$ cat src/rtl/slv_guard_rst_ctrl.sv
// rtl/slv_guard_rst_ctrl.sv - subordinate guard recovery sequencer (isolate, reset pulse, ack wait, retry, clear)
module slv_guard_rst_ctrl #(
    parameter int IsoCycles   = 2,
    parameter int HoldCycles  = 16,
    parameter int AckTimeout  = 256,
    parameter int MaxRetries  = 3,
    parameter int EvtCntWidth = 8,
    localparam int RetryW     = (MaxRetries > 0) ? $clog2(MaxRetries + 1) : 1
) (
    input  logic                   clk_i,
    input  logic                   rst_ni,
    input  logic                   guard_ena_i,
    input  logic                   rst_req_i,
    input  logic                   rst_stat_i,
    input  logic                   clr_fault_i,
    output logic                   isolate_o,
    output logic                   sub_rst_no,
    output logic                   reset_clear_o,
    output logic                   irq_o,
    output logic                   busy_o,
    output logic                   fault_o,
    output logic [RetryW-1:0]      retry_cnt_o,
    output logic [EvtCntWidth-1:0] evt_cnt_o
);

    localparam int MaxAB = (IsoCycles > HoldCycles) ? IsoCycles : HoldCycles;
    localparam int MaxLd = (MaxAB > AckTimeout) ? MaxAB : AckTimeout;
    localparam int CntW  = $clog2(MaxLd + 1);

    // ISOLATE and ASSERT last exactly N cycles, so they load N-1; WAIT_ACK spans AckTimeout+1 cycles.
    localparam logic [CntW-1:0]   ISO_LD    = CntW'(IsoCycles - 1);
    localparam logic [CntW-1:0]   HOLD_LD   = CntW'(HoldCycles - 1);
    localparam logic [CntW-1:0]   ACK_LD    = CntW'(AckTimeout);
    localparam logic [RetryW-1:0] MAX_RETRY = RetryW'(MaxRetries);

    typedef enum logic [2:0] {
        S_IDLE,
        S_ISOLATE,
        S_ASSERT,
        S_WAIT_ACK,
        S_CLEAR,
        S_FAULT
    } state_e;

    state_e                 r_state;
    state_e                 w_state_nxt;
    logic [CntW-1:0]        r_cnt;
    logic [CntW-1:0]        w_cnt_ld;
    logic                   w_start;
    logic                   w_fault_entry;
    logic                   w_retry_inc;
    logic                   r_isolate;
    logic                   r_sub_rst_n;
    logic                   r_reset_clear;
    logic                   r_irq;
    logic                   r_busy;
    logic                   r_fault;
    logic [RetryW-1:0]      r_retry;
    logic [EvtCntWidth-1:0] r_evt;

    always_comb begin
        w_state_nxt   = r_state;
        w_start       = 1'b0;
        w_fault_entry = 1'b0;
        w_retry_inc   = 1'b0;
        case (r_state)
            S_IDLE: begin
                if (guard_ena_i && rst_req_i) begin
                    w_state_nxt = S_ISOLATE;
                    w_start     = 1'b1;
                end
            end
            S_ISOLATE: begin
                if (r_cnt == '0) w_state_nxt = S_ASSERT;
            end
            S_ASSERT: begin
                if (r_cnt == '0) w_state_nxt = S_WAIT_ACK;
            end
            S_WAIT_ACK: begin
                // An ack in the timeout cycle still counts as success.
                if (rst_stat_i) begin
                    w_state_nxt = S_CLEAR;
                end else if (r_cnt == '0) begin
                    if (r_retry < MAX_RETRY) begin
                        w_state_nxt = S_ASSERT;
                        w_retry_inc = 1'b1;
                    end else begin
                        w_state_nxt   = S_FAULT;
                        w_fault_entry = 1'b1;
                    end
                end
            end
            S_CLEAR: begin
                if (!rst_req_i) w_state_nxt = S_IDLE;
            end
            S_FAULT: begin
                if (clr_fault_i) w_state_nxt = S_IDLE;
            end
            default: w_state_nxt = S_IDLE;
        endcase
    end

    always_comb begin
        w_cnt_ld = '0;
        case (w_state_nxt)
            S_ISOLATE:  w_cnt_ld = ISO_LD;
            S_ASSERT:   w_cnt_ld = HOLD_LD;
            S_WAIT_ACK: w_cnt_ld = ACK_LD;
            default:    w_cnt_ld = '0;
        endcase
    end

    // Output flops are loaded from the next-state decode so they track r_state exactly.
    always_ff @(posedge clk_i) begin
        if (!rst_ni) begin
            r_state       <= S_IDLE;
            r_cnt         <= '0;
            r_isolate     <= 1'b0;
            r_sub_rst_n   <= 1'b1;
            r_reset_clear <= 1'b0;
            r_irq         <= 1'b0;
            r_busy        <= 1'b0;
            r_fault       <= 1'b0;
            r_retry       <= '0;
            r_evt         <= '0;
        end else begin
            r_state <= w_state_nxt;
            if (w_state_nxt != r_state) begin
                r_cnt <= w_cnt_ld;
            end else if (r_cnt != '0) begin
                r_cnt <= r_cnt - CntW'(1);
            end
            r_isolate     <= (w_state_nxt != S_IDLE);
            r_sub_rst_n   <= (w_state_nxt != S_ASSERT);
            r_reset_clear <= (w_state_nxt == S_CLEAR);
            r_busy        <= (w_state_nxt != S_IDLE);
            r_fault       <= (w_state_nxt == S_FAULT);
            r_irq         <= w_start | w_fault_entry;
            if (w_start) begin
                r_retry <= '0;
            end else if (w_retry_inc) begin
                r_retry <= r_retry + RetryW'(1);
            end
            if (w_start && (r_evt != '1)) begin
                r_evt <= r_evt + EvtCntWidth'(1);
            end
        end
    end

    assign isolate_o     = r_isolate;
    assign sub_rst_no    = r_sub_rst_n;
    assign reset_clear_o = r_reset_clear;
    assign irq_o         = r_irq;
    assign busy_o        = r_busy;
    assign fault_o       = r_fault;
    assign retry_cnt_o   = r_retry;
    assign evt_cnt_o     = r_evt;

endmodule

$ cat config.mk
export PLATFORM = sky130hd
export DESIGN_NAME = slv_guard_rst_ctrl
export DESIGN_NICKNAME = d
export VERILOG_FILES = /design/src/rtl/slv_guard_rst_ctrl.sv
export SDC_FILE = /design/constraint.sdc
export NUM_CORES = 1
export LEC_CHECK = 0
export ABC_CLOCK_PERIOD_IN_PS = 2900
export CAP_MARGIN = 20
export CORE_MARGIN = 4
export CORE_UTILIZATION = 51
export CTS_CLUSTER_SIZE = 40
export DETAILED_ROUTE_END_ITERATION = 12
export PLACE_DENSITY_LB_ADDON = 0.25
export SYNTH_ARGS = -nofsm -noshare
export SYNTH_HDL_FRONTEND = slang
export SYNTH_SLANG_ARGS = --single-unit
$ cat constraint.sdc
create_clock -name clk_i -period 2.9 [get_ports clk_i]
set_clock_uncertainty 0.2 [all_clocks]
set_input_delay 0.435 -clock clk_i [delete_from_list [all_inputs] [get_ports clk_i]]
set_output_delay 0.435 -clock clk_i [all_outputs]
set_load 0.05 [all_outputs]
After elaboration in Yosys (flattened, before gate mapping)
Cells that the tools add are included.
Widths: inputs -> output; s select.
{"block": "word_totals", "n_memories": 0, "wordCells": 58, "latch_bits": 0, "romBits": 0, "ram_bits": 0, "register_bits": 27, "out_inout_bits": 16, "input_bits": 6}
{"block": "op_classes", "addsub": 3, "shifts": 0, "div": 0, "n_mux": 22, "eq_ne": 13, "reduce_logical": 8, "magnitude_cmp": 1, "bitwise_logic": 2, "multipliers": 0}
{"op": "$pmux 9 s3", "n": 1}
{"op": "$mux 3", "n": 8}
{"op": "$mux 9", "n": 2}
{"op": "$pmux 3 s6", "n": 1}
{"op": "$eq 3x2->1 const B", "n": 4}
{"op": "$eq 3x3->1 const B", "n": 4}
{"op": "$mux 1", "n": 10}
{"op": "$logic_not 9->1", "n": 1}
{"op": "$reduce_bool 9->1", "n": 1}
{"op": "$sub 9x1->9 const B", "n": 1}
{"op": "$add 8x1->8 const B", "n": 1}
{"op": "$ne 8x8->1 const B", "n": 1}
{"op": "$eq 3x1->1 const B", "n": 2}
{"op": "$logic_not 3->1", "n": 1}
{"op": "$ne 3x2->1 const B", "n": 1}
{"op": "$ne 3x3->1", "n": 1}
{"op": "$reduce_bool 3->1", "n": 1}
{"op": "$add 2x1->2 const B", "n": 1}
{"op": "$logic_and 1x1->1", "n": 2}
{"op": "$lt 2x2->1 const B", "n": 1}
{"op": "$reduce_bool 2->1", "n": 1}
{"op": "$reduce_or 2->1", "n": 1}
{"op": "$not 1->1", "n": 1}
{"op": "$or 1x1->1", "n": 1}

Depth between registers and ports, before layout
{"block": "logic_depth", "ltp_word": 8, "depth_mapped": 8, "mapped_depth_nobuf": 7}

Least setup slack after synthesis
OpenSTA, ideal clock, no wires.
{"block": "synth_timing", "path_type": "register -> register", "start": "register r_cnt[4]", "end": "register r_cnt[0]", "n_path_buf": 0, "slack_ns": 0.679, "arrival_time_ns": 1.925, "setup_ns": 0.096, "stages_incl_launch_ff": 7, "required_time_ns": 2.604, "synth_period_minus_slack_ns": 2.221, "cell_sequence": "dfxtp_1 > nor4_4 > nand4b_4 > or4_4 > nor3b_4 > xor2_1 > o41ai_2"}
{"block": "synth_via", "elab_chain_len": 7, "elab_cells_between_ends": 14, "cone_classes": "eq/ne (4); mux (7); reduce/logical (3)"}
{"element": "start, declared", "line": "47", "text": "logic [CntW-1:0] r_cnt;"}
{"element": "start signal, assigned", "line": "129", "text": "r_cnt <= w_cnt_ld;"}
{"element": "start signal, assigned", "line": "131", "text": "r_cnt <= r_cnt - CntW'(1);"}
{"element": "$logic_not 9->1", "line": "74, 77, 83"}
{"element": "$mux 3", "line": "83", "text": "end else if (r_cnt == '0) begin"}
{"element": "$mux 3", "line": "81", "text": "if (rst_stat_i) begin"}
{"element": "$pmux 3 s6", "line": "66", "text": "case (r_state)"}
{"element": "$eq 3x2->1 or $eq 3x1->1 (tied branches)", "line": "105", "text": "case (w_state_nxt)"}
{"element": "$pmux 9 s3", "line": "105"}
{"element": "$mux 9", "line": "128", "text": "if (w_state_nxt != r_state) begin"}
Several ways; a longest one is shown, not always the timed one.
A chain may end at the register's enable or synchronous reset.

Final worst setup path
{"block": "layout_timing", "start": "input rst_req_i", "end": "register r_evt[5], in the netlist evt_cnt_o[5]"}
{"block": "layout_via", "elab_chain_len": 4}
{"element": "start, declared", "line": "13", "text": "input logic rst_req_i,"}
{"element": "$logic_and 1x1->1", "line": "68", "text": "if (guard_ena_i && rst_req_i) begin"}
{"element": "$mux 1", "line": "68"}
{"element": "$mux 1", "line": "66"}
{"element": "$logic_and 1x1->1", "line": "144", "text": "if (w_start && (r_evt != '1)) begin"}
{"element": "end signal, assigned", "line": "145", "text": "r_evt <= r_evt + EvtCntWidth'(1);"}
{"element": "end, declared", "line": "59", "text": "logic [EvtCntWidth-1:0] r_evt;"}
No other way between the ends.

==> impl_metrics.env <==
export IMPL_outcome="complete, no violations"
export IMPL_finalNonFillerCells=192
export IMPL_ys_warn_count=0
export IMPL_htreeDepth=1
export IMPL_avgSynthCellArea_um2=9.26
export IMPL_antenna_found_initial=0
export IMPL_seqCellArea_um2=541
export IMPL_grt_usage_pct=17.0
export IMPL_cap_violations=0
export IMPL_clk_latency_ps=310
export IMPL_ios=22
export IMPL_die_y_um=58.6
export IMPL_grt_setup_unrepaired="false"
export IMPL_dieArea_mm2=0.00343
export IMPL_critPathRequiredTime_ps=2960
export IMPL_synth_distinct_cells=39
export IMPL_min_path_type="flop to flop"
export IMPL_core_mm2=0.00245
export IMPL_ir_worst_vdd_mv=0.457
export IMPL_report_final_slew_viol_count=0
export IMPL_sw_frac_of_total_pct=40.3
export IMPL_period_needed_ps=2470
export IMPL_async_reset_ff_share_pct=0
export IMPL_worst_setup_path_type="input port to flop"
export IMPL_yosysTopAreaCellShare_pct=41.4
export IMPL_hold_viol_final=0
export IMPL_internal_power_mw=0.736
export IMPL_cts_buffers=3
export IMPL_synth_cells=141
export IMPL_grt_pass1_vias=1041
export IMPL_overflow=0
export IMPL_cts_resized=0
export IMPL_syn_cell_area_mm2=0.00131
export IMPL_synth_area_leaders="dfxtp_1, xor2_1, nor2_1"
export IMPL_synth_nets=151
export IMPL_areaGrowthSynthToFinish_pct=19.5
export IMPL_die_w_um=58.6
export IMPL_nets=173
export IMPL_hp_start="evt_cnt_o[5]"
export IMPL_synth_area_leader_cell="dfxtp_1"
export IMPL_timing_rr_start="r_cnt[4]"
export IMPL_grt_max_degree=16
export IMPL_dpl_cell_count=188
export IMPL_p_seq_share_pct=39.4
export IMPL_finalSetupViolations=0
export IMPL_critPathArrivalTime_ps=2530
export IMPL_drt_iter0_drc=29
export IMPL_cts_sinks=27
export IMPL_num_rows=18
export IMPL_critPathLaunch="rst_req_i"
export IMPL_layout_drive_gt1_share_pct=7.41
export IMPL_dp_hpwl_mm=1.94
export IMPL_antenna_cells=0
export IMPL_end_kind="flop"
export IMPL_timing_final_crit_share_pct=85.1
export IMPL_wl_per_cell_um=13.2
export IMPL_worst_pin_slew_ps=660
export IMPL_fillers=227
export IMPL_switchingPower_mw=0.497
export IMPL_powerDensity_mw_per_mm2=791
export IMPL_combPwrFrac_pct=47.7
export IMPL_synth_edf_count=0
export IMPL_cts_tree="built"
export IMPL_postCtsHoldBufs=0
export IMPL_ys_ff_latch=27
export IMPL_clockPowerShare_pct=12.9
export IMPL_postCtsSetupBuffers=0
export IMPL_power_mw=1.23
export IMPL_setup_tns_ps=0
export IMPL_port_buffers=21
export IMPL_total_leakage_power_nw=0.634
export IMPL_ant_nets=0
export IMPL_multi_input_area_um2=722
export IMPL_cts_root_buf="clkbuf_4"
export IMPL_grt_pass1_wl_mm=4.62
export IMPL_vias_per_cell=5.61
export IMPL_synth_seq_area_share_pct=41.4
export IMPL_max_slew_margin_pct=55.6
export IMPL_fin_util_pct=63.5
export IMPL_clock_path_buffers=2
export IMPL_vias=1077
export IMPL_route_detailed_drc=0
export IMPL_wirelength_mm=2.54
export IMPL_cts_reportedPaths_clkPinSlew_ps=140
export IMPL_fmax_mhz=405
export IMPL_ys_flop_type="dfxtp_1"
export IMPL_dr_pass1_iters=4
export IMPL_initial_core_util_pct=53.2
export IMPL_gp_congestion=0.875
export IMPL_crit_path_start_kind="input port"
export IMPL_cp_max_fo=6
==> power groups by stage <==
stage                     clock, mW  sequential (mW)  combinational [mW]
after floorplan                   0            0.520               0.457
after detailed placement          0            0.494               0.586
final                         0.159            0.486               0.588
after CTS                     0.165            0.486               0.593
after global routing          0.179            0.498               0.659
after global placement            0            0.490               0.575
==> Yosys cell counts, types with 2 or more instances <==
cell and n:
nor4_1 2, clkbuf_1 2, mux2i_1 2, or3_1 3
inv_1 6, nand3_1 6, and3_1 2, xnor2_1 5
xor2_1 9, a21o_1 2, a21oi_1 9, nand2_1 12
nor2_1 18, nor3_1 2, and2_1 2, nand4_1 4
o211ai_1 2, o21ai_0 2, a31o_2 2, dfxtp_1 27
ha_1 4
==> cells in the final DEF, fill, tap and decap left out, types with 2 or more instances in the layout <==
cell / count
o21ai_0: 2
clkdlybuf4s50_1: 21
a21oi_1: 9
nor4_1: 2
dfxtp_1: 27
nor3_1: 2
nand3_1: 6
inv_1: 6
clkbuf_4: 3
xnor2_1: 5
a21o_1: 2
and2_1: 2
a31o_2: 2
nor2_1: 18
mux2i_1: 2
ha_1: 4
nand4_1: 4
and3_1: 2
o211ai_1: 2
or3_1: 3
xor2_1: 9
nand2_1: 12
==> per-stage QoR <==
stage | hold slack, ps | setup slack [ps] | area, um2
6_report | 321 | 431 | 1560
5_1_grt | 347 | 225 | 1560
4_1_cts | 327 | 432 | 1560
3_5_place_dp | 308 | 114 | 1530
3_3_place_gp | 284 | 207 | 1530
2_1_floorplan | 340 | 679 | 1310
==> state kept, by name (all words and copies together) (netlist names) <==
name / cells
retry_cnt_o: 2
sub_rst_no: 1
busy_o: 1
r_cnt: 9
irq_o: 1
fault_o: 1
evt_cnt_o: 8
r_state: 3
reset_clear_o: 1
==> kinds of logic (layout without fill, tap and decap cells) <==
logic type	after synthesis	count (layout)	share of synthesized area (%)
compound gates	23	23	12.3
xor+xnor	14	14	9.40
fa+ha+maj	4	4	3.84
buf+inv	10	31	3.26
flops	27	27	41.4
mux	2	2	1.53
simple gates	61	61	28.3
==> final cells by class <==
type	instances	share of cell area [%]
clock buffers	4	1.69
inverters	6	1.44
multi-input cells	104	46.3
flip-flops and latches	27	34.7
well taps	30	2.41
repair buffers	21	13.5
==> metal layers <==
metal / vias up / global-route usage, % / part of all wire [%]
li1: 541 / - / -
met1: 510 / 23.3 / 48
met2: 24 / 27.6 / 49
met3: 2 / 3.07 / 2.9
met4: 0 / 4.53 / 0.28
met5: - / 0 / 0
==> critical path: stages <==
cell and delay [ps]:
clkdlybuf4s50_1 480, nand2_1 50, nor4_1 500, o21a_1 340
nand4_1 220, or3_1 360, a21oi_1 130
==> path summary, 6_finish.rpt <==
check | endpoint | slack, ps | cells after the start
setup / recovery | evt_cnt_o[5] | 430 | 7
hold / removal | evt_cnt_o[5] | 320 | 2
setup reg to reg | r_cnt[0] | 460 | 6
hold reg to reg | evt_cnt_o[5] | 320 | 2
Note: power is estimated with default switching activity, not from simulation.
